`config.mk`:
```
export PLATFORM = sky130hd
export DESIGN_NAME = bloom_req_arbiter
export DESIGN_NICKNAME = d
export VERILOG_FILES = /design/src/rtl/bloom_req_arbiter.sv
export SDC_FILE = /design/constraint.sdc
export NUM_CORES = 1
export LEC_CHECK = 0
export CORE_ASPECT_RATIO = 1.75
export CORE_UTILIZATION = 45
export CTS_BUF_LIST = sky130_fd_sc_hd__clkbuf_16
export CTS_CLUSTER_SIZE = 10
export DETAILED_ROUTE_END_ITERATION = 16
export PLACE_DENSITY = 0.77
export RECOVER_POWER = 25
export SKIP_LAST_GASP = 1
export SLEW_MARGIN = 30
export SYNTH_ARGS = -nofsm -noshare
export SYNTH_HDL_FRONTEND = slang
export SYNTH_SLANG_ARGS = --single-unit
```
`constraint.sdc`:
```
create_clock -name clk -period 10.4 [get_ports clk]
set_input_delay 1.04 -clock clk [delete_from_list [all_inputs] [get_ports clk]]
set_output_delay 1.04 -clock clk [all_outputs]
set_load 0.05 [all_outputs]
```
`src/rtl/bloom_req_arbiter.sv`:
```
// Shares one Bloom filter update port between two tuple extractors (round-robin) and runs full-table clear sweeps.
// Define BLOOM_ARB_STATS_EN to build the per-port grant counters; otherwise gnt_cnt0/gnt_cnt1 read 0.
module bloom_req_arbiter #(
    parameter int HASH_BITS = 19,
    parameter int TUPLE_W   = 96
) (
    input  logic                 clk,
    input  logic                 reset,

    input  logic                 req0_wr,
    output logic                 req0_rdy,
    input  logic [HASH_BITS-1:0] req0_idx0,
    input  logic [HASH_BITS-1:0] req0_idx1,
    input  logic [TUPLE_W-1:0]   req0_tuple,
    input  logic                 req0_is_ack,

    input  logic                 req1_wr,
    output logic                 req1_rdy,
    input  logic [HASH_BITS-1:0] req1_idx0,
    input  logic [HASH_BITS-1:0] req1_idx1,
    input  logic [TUPLE_W-1:0]   req1_tuple,
    input  logic                 req1_is_ack,

    input  logic                 core_rdy,
    output logic                 core_wr,
    output logic                 core_clr,
    output logic [HASH_BITS-1:0] core_idx0,
    output logic [HASH_BITS-1:0] core_idx1,
    output logic [TUPLE_W-1:0]   core_tuple,
    output logic                 core_is_ack,
    output logic                 core_src,

    input  logic                 clear_req,
    output logic                 clear_busy,
    output logic                 clear_done,

    output logic [31:0]          gnt_cnt0,
    output logic [31:0]          gnt_cnt1
);

    localparam logic [HASH_BITS-1:0] ADDR_LAST = '1;

    typedef enum logic [1:0] {
        ST_IDLE,
        ST_ISSUE,
        ST_SWEEP,
        ST_SWEEP_GAP
    } state_t;

    state_t state, state_nx;

    logic [1:0]           hold_valid;
    logic [HASH_BITS-1:0] hold_idx0 [2];
    logic [HASH_BITS-1:0] hold_idx1 [2];
    logic [TUPLE_W-1:0]   hold_tuple [2];
    logic                 hold_is_ack [2];

    logic                 last_gnt;
    logic                 clear_pending;
    logic [HASH_BITS-1:0] addr;

    logic [1:0] capture;
    logic [1:0] grant_mask;
    logic       grant_en;
    logic       grant_port;
    logic       sweep_start;
    logic       clr_issue;
    logic       addr_inc;
    logic       sweep_end;

    // A write while the port is full is a protocol error and is dropped here.
    assign capture    = {req1_wr, req0_wr} & ~hold_valid;
    assign grant_mask = grant_en ? (grant_port ? 2'b10 : 2'b01) : 2'b00;

    assign req0_rdy   = ~hold_valid[0];
    assign req1_rdy   = ~hold_valid[1];
    assign clear_busy = clear_pending;

    // NOTE: every signal written here gets a default first, so no path can leave one unassigned and infer a latch.
    always_comb begin
        state_nx    = state;
        grant_en    = 1'b0;
        grant_port  = 1'b0;
        sweep_start = 1'b0;
        clr_issue   = 1'b0;
        addr_inc    = 1'b0;
        sweep_end   = 1'b0;
        case (state)
            ST_IDLE: begin
                // A clear arriving in the same cycle as a possible grant takes priority.
                if (clear_pending || clear_req) begin
                    sweep_start = 1'b1;
                    state_nx    = ST_SWEEP;
                end else if (core_rdy && (hold_valid != 2'b00)) begin
                    grant_en   = 1'b1;
                    grant_port = (hold_valid == 2'b11) ? ~last_gnt : hold_valid[1];
                    state_nx   = ST_ISSUE;
                end
            end
            ST_ISSUE: state_nx = ST_IDLE;
            ST_SWEEP: begin
                if (core_rdy) begin
                    clr_issue = 1'b1;
                    state_nx  = ST_SWEEP_GAP;
                end
            end
            ST_SWEEP_GAP: begin
                if (addr == ADDR_LAST) begin
                    sweep_end = 1'b1;
                    state_nx  = ST_IDLE;
                end else begin
                    addr_inc = 1'b1;
                    state_nx = ST_SWEEP;
                end
            end
            default: state_nx = ST_IDLE;
        endcase
    end

    // NOTE: sequential state uses non-blocking assignments so every flop samples pre-edge values.
    always_ff @(posedge clk) begin
        if (reset) begin
            state         <= ST_IDLE;
            hold_valid    <= 2'b00;
            last_gnt      <= 1'b1;
            clear_pending <= 1'b0;
            addr          <= '0;
        end else begin
            state      <= state_nx;
            hold_valid <= (hold_valid | capture) & ~grant_mask;
            if (grant_en)
                last_gnt <= grant_port;
            if (sweep_end)
                clear_pending <= 1'b0;
            else if (clear_req)
                clear_pending <= 1'b1;
            if (sweep_start)
                addr <= '0;
            else if (addr_inc)
                addr <= addr + HASH_BITS'(1);
        end
    end

    // NOTE: hold payload is storage qualified by hold_valid, so it carries no reset.
    always_ff @(posedge clk) begin
        if (capture[0]) begin
            hold_idx0[0]   <= req0_idx0;
            hold_idx1[0]   <= req0_idx1;
            hold_tuple[0]  <= req0_tuple;
            hold_is_ack[0] <= req0_is_ack;
        end
        if (capture[1]) begin
            hold_idx0[1]   <= req1_idx0;
            hold_idx1[1]   <= req1_idx1;
            hold_tuple[1]  <= req1_tuple;
            hold_is_ack[1] <= req1_is_ack;
        end
    end

    // Core command register: payload only moves on a grant or a clear issue.
    always_ff @(posedge clk) begin
        if (reset) begin
            core_wr     <= 1'b0;
            core_clr    <= 1'b0;
            core_idx0   <= '0;
            core_idx1   <= '0;
            core_tuple  <= '0;
            core_is_ack <= 1'b0;
            core_src    <= 1'b0;
            clear_done  <= 1'b0;
        end else begin
            core_wr    <= grant_en;
            core_clr   <= clr_issue;
            clear_done <= sweep_end;
            if (grant_en) begin
                core_idx0   <= hold_idx0[grant_port];
                core_idx1   <= hold_idx1[grant_port];
                core_tuple  <= hold_tuple[grant_port];
                core_is_ack <= hold_is_ack[grant_port];
                core_src    <= grant_port;
            end else if (clr_issue) begin
                core_idx0   <= addr;
                core_idx1   <= '0;
                core_is_ack <= 1'b0;
                core_src    <= 1'b0;
            end
        end
    end

`ifdef BLOOM_ARB_STATS_EN
    always_ff @(posedge clk) begin
        if (reset) begin
            gnt_cnt0 <= '0;
            gnt_cnt1 <= '0;
        end else if (grant_en) begin
            if (grant_port)
                gnt_cnt1 <= gnt_cnt1 + 32'd1;
            else
                gnt_cnt0 <= gnt_cnt0 + 32'd1;
        end
    end
`else
    assign gnt_cnt0 = 32'h0;
    assign gnt_cnt1 = 32'h0;
`endif

endmodule

```
* Word-level counts from Yosys, hierarchy flattened
Memory sizes are Yosys's and may differ from the RTL's. A register that Yosys moved wholly into a read port is not among the register bits.
Cells that the tools add are included.
** Word-level totals
- Register bits :: 68
- Memory bits (read-only) :: 0
- Word-level logic and storage cells :: 73
- Memories :: 4
- Output and inout bits :: 206
- Latch bits :: 0
- Bits in writable memories :: 270
** Memory list
- hold_tuple :: words 2, width 96, rd ports 1, clocked after Yosys merged registers in 1, wr ports 2, line 55 : logic [TUPLE_W-1:0] hold_tuple [2];
- hold_idx0 :: words 2, width 19, rd ports 1, clocked after Yosys merged registers in 0, wr ports 2, line 53 : logic [HASH_BITS-1:0] hold_idx0 [2];
- hold_idx1 :: words 2, width 19, rd ports 1, clocked after Yosys merged registers in 0, wr ports 2, line 54 : logic [HASH_BITS-1:0] hold_idx1 [2];
- hold_is_ack :: words 2, width 1, rd ports 1, clocked after Yosys merged registers in 0, wr ports 2, line 56 : logic hold_is_ack [2];
** Cells by class
- Reduce and logical (&&, ||, !) cells :: 8
- Eq/ne operators :: 7
- Mux-type cells :: 33
- Div/mod/pow operators :: 0
- Shift operators :: 0
- $add $sub $neg :: 1
- Bitwise operators :: 8
- $lt $le $gt $ge :: 0
- $mul :: 0
** Operators by type and width (count)
- $mux W19 :: 4
- $mux W1 :: 22
- $add A19 B1 Y19 const B :: 1
- $eq A19 B19 Y1 const B :: 1
- $mux W2 :: 6
- $pmux W2 S4 :: 1
- $eq A2 B2 Y1 const B :: 3
- $and A2 B2 Y2 :: 2
- $not A2 Y2 :: 2
- $reduce_bool A2 Y1 :: 2
- $reduce_or A2 Y1 :: 2
- $ne A3 B3 Y1 const B :: 1
- $not A1 Y1 :: 3
- $eq A2 B1 Y1 const B :: 1
- $logic_not A2 Y1 :: 1
- $ne A2 B2 Y1 const B :: 1
- $or A2 B2 Y2 :: 1
- $reduce_and A2 Y1 :: 1
- $logic_and A1 B1 Y1 :: 1
- $logic_or A1 B1 Y1 :: 1

* Longest topological paths before layout
Gate-level depths: netlist (run 1).
- Depth after elaboration :: 9
- Gate-level depth with buffers :: 7
- Mapped depth without buffers :: 5

* Least setup slack after synthesis (run 1)
No wires, ideal clock.
- Path type :: input to register
- Start point :: input port req1_wr
- End point :: memory hold_idx0[1][0], enable pin
- Setup time :: 0.647 ns
- Arrival time :: 6.887 ns
- Stages on the path :: 1
- Buffers on the path :: 0
- Data required time :: 9.753 ns
- Slack :: 2.866 ns
- Path through :: nor2b_1
** RTL lines
- from (decl) :: line 17 : input logic req1_wr,
- to (decl) :: line 53

* Worst setup path in the final report (run 1)
- Start point :: input port clear_req
- End point :: register core_tuple[45], read port of hold_tuple
** Between the ends
- Word-level cells in the longest chain between the ends :: 3
** RTL lines
- from (decl) :: line 33 : input logic clear_req,
- $logic_or A1 B1 Y1 (*) :: line 91 : if (clear_pending || clear_req) begin
- $mux W1 :: line 91
- $mux W1 :: line 88 : case (state)
- to (decl) :: line 29 : output logic [TUPLE_W-1:0] core_tuple,
Mark *: on every way between the ends. The rest lies on a longest branch, timed or not.
A chain may end at the register's enable or synchronous reset.

==> results of run 1 <==
where the power goes:
part	internal, mW	switching [mW]
clock network	0.864	0.648
registers	1.92	0.0297
logic	0.163	0.263
cells in the final DEF (no fill, tap or decap), types with 2 or more instances in the layout:
cell / Yosys / routed
clkdlybuf4s50_1: 0 / 205
nand4_1: 5 / 5
and2_1: 4 / 4
xnor2_1: 8 / 8
diode_2: 0 / 25
a41o_1: 2 / 2
a21oi_1: 7 / 7
nand2_1: 32 / 32
nor2b_4: 0 / 2
nand2b_1: 4 / 4
clkbuf_16: 0 / 50
and4_1: 3 / 3
nor3b_1: 2 / 2
o211a_1: 2 / 2
nor3_1: 7 / 7
o21a_1: 2 / 2
nor2_1: 137 / 137
inv_1: 7 / 45
a31oi_1: 3 / 3
dfxtp_1: 164 / 164
and3_1: 3 / 3
a22oi_1: 21 / 21
or3_1: 2 / 2
buf_6: 0 / 2
mux2_2: 20 / 20
dlygate4sd3_1: 0 / 211
buf_4: 69 / 13
nand3_1: 28 / 28
a211oi_1: 98 / 98
o21ai_0: 43 / 43
edfxtp_1: 270 / 270
conb_1: 1 / 64
mux2i_1: 117 / 117
routing by layer:
| layer | wire, microns | up-vias |
|---|---|---|
| li1 | - | 4934 |
| met1 | 13800 | 5039 |
| met2 | 22200 | 427 |
| met3 | 2200 | 118 |
| met4 | 2290 | 0 |
| met5 | 0 | - |
tightest hold or removal path, cell delays in order, from the launching register on:
cell	delay, ns
dfxtp_1	0.31
nand3_1	0.05
o21ai_0	0.06
state kept, by name (all words and copies together) (netlist names), 2 cells and up:
register,count
addr,19
core_idx1,19
state,2
hold_idx0,38
hold_tuple,192
core_tuple,96
hold_is_ack,2
hold_valid,2
core_idx0,19
hold_idx1,38
final cells by class:
| type | count | area (sq um) |
|---|---|---|
| clock inverter | 41 | 183 |
| multi-input combinational | 630 | 4070 |
| timing repair buffer | 431 | 4280 |
| clock buffer | 50 | 1250 |
| fill | 2658 | 13300 |
| inverter | 7 | 26.3 |
| tap | 465 | 582 |
| sequential | 434 | 11400 |
| antenna | 25 | 62.6 |
path summary, 6_finish.rpt:
check             cells after the start  slack [ns]              to
setup / recovery                      7        7.11  core_tuple[45]
hold / removal                        2        0.47    core_idx0[4]
setup reg to reg                      6        7.51  core_tuple[45]
hold reg to reg                       2        0.47    core_idx0[4]
stage by stage:
step	hold slack (ns)	util
final	0.470	0.621
after global routing	0.487	0.621
after CTS	0.475	0.619
after detailed placement	0.466	0.578
after global placement	0.460	0.578
after floorplan	0.457	-
cells by family after synthesis:
group           Yosys count  synth area share
fa+ha+maj                 1          0.000781
flops                   434             0.711
simple gates            233            0.0633
other cells               1          0.000234
buf+inv                 140            0.0519
compound gates          187            0.0813
mux                     137            0.0871
xor+xnor                  8           0.00437
==> flow_summary_export.csv, run 1 <==
group,metric,value,unit
die,core,35200,sq um
worst_hold_path,worstHoldPathType,"flip-flop to flip-flop",
global_route,track_usage,0.223,
cts,cts.sinks,434,
cts,hold_buffers,0,
die,rows,91,
synthesis,syn_area,16000,sq um
power_and_ir_drop,peakVddDrop,132,uV
sta,final_max_slew_viol_count,0,
cts,cts_made_buffers,49,
synthesis,synth_top_cells_by_count,"edfxtp_1, dfxtp_1, nor2_1, mux2i_1, a211oi_1",
synthesis,synth_flop_cell,"edfxtp_1",
global_route,grt_start_max_net_pins,100,
cts,ctsResizeCount,0,
critical_path,cp_num_buf_inv,3,
drt,drt.antenna.violating_nets,0,
power_and_ir_drop,totalPowerFinal,3.89,mW
power_and_ir_drop,leakage,7.65,nW
job,cap_violations,0,
sta,maxSlewHeadroom,0.378,
sta,min_period,3.29,ns
critical_path,cpPeakStageDelay,0.76,ns
critical_path,crit_chain,"clkdlybuf4s50_1, nor2_1, nor4b_4, buf_4, buf_4, nor2_1, a211oi_1",
global_route,met2_usage,0.407,
critical_path,worstPathArrival,3.75,ns
die,die_w,145,microns
critical_path,cp_max_fo,83,
critical_path,startpoint,"clear_req",
global_route,grt_pass1_vias,10700,
cts,cts_tree,"built",
cts,cts_setup_buffers,0,
global_route,grt_util_met3,0.0429,
placed_design,dpl.hpwl,27.8,mm
die,die_height,252,microns
worst_hold_path,hp-start,"core_idx0[4]",
cts,clk_latency,0.56,ns
critical_path,cpMaxStageDelayCell,"buf_4",
critical_path,cpLargestDelayFamily,"buffers and inverters",
sta,period_share,0.316,
placed_design,io_buffers,417,
critical_path,worstSetupEndpointType,"flip-flop",
synthesis,synthTopCellsByArea,"edfxtp_1, dfxtp_1, mux2i_1",
synthesis,synth.most_common_cell,"edfxtp_1",
placed_design,gp_congestion,0.823,
placed_design,dpl_cell_area,20400,sq um
global_route,met1_usage,0.232,
drt,viasPerCell,5.05,
global_route,gr-total-overflow,0,
drt,first_pass_iters,8,
cts,clock_tree.root_cell,"clkbuf_16",
critical_path,worst_r2r_startpoint,"hold_valid[0]",
sta,clock_skew,0.0162,ns
sta,tightest_slew,0.932,ns
synthesis,yosys_warnings,0,
die,dieArea,36400,sq um
sta,timing.fmax,0.304,GHz
cts,clk_pin_slew,0.06,ns
cts,ctsLongestPathBuffers,3,
critical_path,critPathKind,"primary input to flip-flop",
power_and_ir_drop,powerDensity,178,nW/um^2
placed_design,dp_cells,1967,
finish,drive_gt1_frac,0.0603,
synthesis,synth_cell_types,43,
synthesis,yosysSeqAreaShare,0.711,
drt,wl_per_cell,19.4,microns
synthesis,syn_inst,1141,
sta,setup_ws,7.11,ns
finish,finalNetCount,1830,
global_route,grt_pass1_wl,60.4,mm
die,ios,482,
critical_path,cp-start-kind,"primary input",
die,initial_utilization,0.455,
synthesis,synth_seq_cells,434,
sta,rsz0062_at_grt,"false",
finish,area_growth,36.4,%
finish,finalNonFillerCells,2083,
global_route,grt.busiest_layer,"met2",
sta,setup_tns,0,ns
placed_design,preCtsSetupSlack,6.59,ns
drt,num_vias,10500,
finish,final_cell_area,21900,sq um
drt,routed_wirelength,40.5,mm
synthesis,synth_enable_flop_cells,270,
synthesis,async_flop_share,0,
critical_path,crit_required,10.86,ns
synthesis,netlist.top_cell.by_area,"edfxtp_1",
drt,first_iter_violations,575,
status,run_status,"completed",
cts,htreeDepth,2,
synthesis,synth_area_per_cell,14.0,sq um
sta,hold_violations,0,
sta,finalSetupViolCount,0,
synthesis,synth_top_area_share,0.506,
drt,drc_errors,0,
global_route,antenna_found_initial,24,
Power figures use the tool's default switching activity.
==> run 2, diff against run 1 <==
==> constraint.sdc (replaced) <==
create_clock -name clk -period 3.12 [get_ports clk]
set_input_delay 0.312 -clock clk [delete_from_list [all_inputs] [get_ports clk]]
set_output_delay 0.312 -clock clk [all_outputs]
set_load 0.05 [all_outputs]
==> flow_summary_export.csv, run 2 (synthesized netlist as in run 1, its figures left out) <==
group,metric,value,unit
status,run_status,"completed",
global_route,grt_pass1_vias,10800,
cts,cts_made_buffers,49,
critical_path,critPathKind,"flip-flop to output port",
finish,fill_cells,2646,
critical_path,crit_required,2.81,ns
sta,clock_skew,0.0119,ns
cts,ctsResizeCount,0,
die,dieArea,36400,sq um
die,rows,91,
finish,final_cell_area,22000,sq um
finish,final_cell_mix,"edfxtp_1, dlygate4sd3_1, clkdlybuf4s50_1",
finish,top_register,"hold_tuple",
worst_hold_path,worstHoldPathType,"primary input to flip-flop",
sta,finalSetupViolCount,0,
placed_design,preCtsSetupSlack,0.823,ns
power_and_ir_drop,combPwrFrac,0.112,
die,ios,482,
finish,final_core_util,0.625,
cts,htreeDepth,2,
power_and_ir_drop,swShare,0.243,
sta,tightest_slew,0.916,ns
sta,maxSlewHeadroom,0.389,
global_route,grt_start_max_net_pins,98,
drt,drt.antenna.violating_nets,0,
power_and_ir_drop,p_seq_frac,0.503,
job,cap_violations,0,
global_route,grt_pass1_wl,59.6,mm
drt,first_pass_iters,5,
die,core,35200,sq um
cts,ctsLongestPathBuffers,3,
cts,clk_latency,0.55,ns
power_and_ir_drop,power.clock.fraction,0.386,
sta,timing.fmax,0.470,GHz
cts,clock_tree.root_cell,"clkbuf_16",
placed_design,dp_cells,1970,
critical_path,worstSetupEndpointType,"output port",
drt,viasPerCell,5.04,
drt,routed_wirelength,40.8,mm
die,die_height,252,microns
critical_path,worstPathArrival,1.82,ns
cts,cts_setup_buffers,0,
cts,cts_tree,"built",
cts,cts.sinks,434,
power_and_ir_drop,intPower,9.81,mW
sta,period_share,0.682,
power_and_ir_drop,peakVddDrop,450,uV
finish,area_growth,37.2,%
placed_design,dpl.hpwl,28.1,mm
power_and_ir_drop,p_switching,3.15,mW
global_route,gr-total-overflow,0,
power_and_ir_drop,leakage,7.68,nW
global_route,antenna_found_initial,28,
finish,finalNonFillerCells,2087,
sta,min_period,2.13,ns
die,initial_utilization,0.455,
finish,reg_top3,"hold_tuple (192), core_tuple (96)",
sta,whs,0.326,ns
global_route,track_usage,0.223,
finish,largest_register_ffs,192,
power_and_ir_drop,totalPowerFinal,13.0,mW
sta,setup_tns,0,ns
cts,clk_pin_slew,0.06,ns
drt,drc_errors,0,
die,die_w,145,microns
sta,setup_ws,0.991,ns
cts,hold_buffers,0,
sta,rsz0062_at_grt,"false",
placed_design,dpl_cell_area,20500,sq um
drt,num_vias,10500,
drt,wl_per_cell,19.6,microns
placed_design,io_buffers,417,
sta,final_max_slew_viol_count,0,
power_and_ir_drop,powerDensity,590,nW/um^2
finish,drive_gt1_frac,0.0627,
drt,first_iter_violations,469,
placed_design,gp_congestion,0.831,
finish,finalNetCount,1833,
critical_path,cp_max_fo,5,
critical_path,cp-start-kind,"flip-flop",
sta,hold_violations,0,
finish,layout_commonest_cell,"edfxtp_1",
==> run 2: cell types whose count changed in the layout (fill, tap and decap cells not counted), sizes merged <==
cell	previous run	this run
buf	15	18
clkbuf	50	49
diode	25	27
==> run 2: worst max-delay path, stage by stage (launching register included) <==
cell and delay, ns:
dfxtp_1 0.39, inv_1 0.08, clkdlybuf4s50_1 0.79
==> run 2: final timing paths <==
path | from | to | slack (ns) | depth (start not counted)
setup / recovery | hold_valid[0] | req0_rdy | 0.99 | 2
hold / removal | req0_tuple[15] | hold_tuple[0][15] | 0.33 | 1
hold reg to reg | core_idx0[8] | core_idx0[8] | 0.47 | 2
setup reg to reg | hold_valid[1] | core_idx0[9] | 1.01 | 6
==> run 2: per-layer routing <==
metal | track usage | wire, microns | vias up
li1 | - | - | 4944
met1 | 0.223 | 13600 | 5007
met2 | 0.399 | 22400 | 442
met3 | 0.0448 | 2330 | 125
met4 | 0.167 | 2490 | 0
met5 | 0 | 0 | -
==> run 2: final cells by class <==
class | instances | area, sq um | area share
flip-flops and latches | 434 | 11400 | 0.518
well taps | 465 | 582 | 0.0265
multi-input cells | 630 | 4080 | 0.186
inverters | 7 | 26.3 | 0.00120
repair buffers | 434 | 4420 | 0.201
diodes | 27 | 67.6 | 0.00307
clock inverters | 41 | 181 | 0.00826
clock buffers | 49 | 1230 | 0.0558
==> run 2: power groups by stage <==
stage | Combinational [mW] | Sequential, mW | Clock [mW]
2_1_floorplan | 0.690 | 6.84 | 0
3_5_place_dp | 1.50 | 6.63 | 0
5_1_grt | 1.54 | 6.53 | 5.35
4_1_cts | 1.51 | 6.51 | 5.12
3_3_place_gp | 1.48 | 6.61 | 0
6_report | 1.45 | 6.51 | 5.00
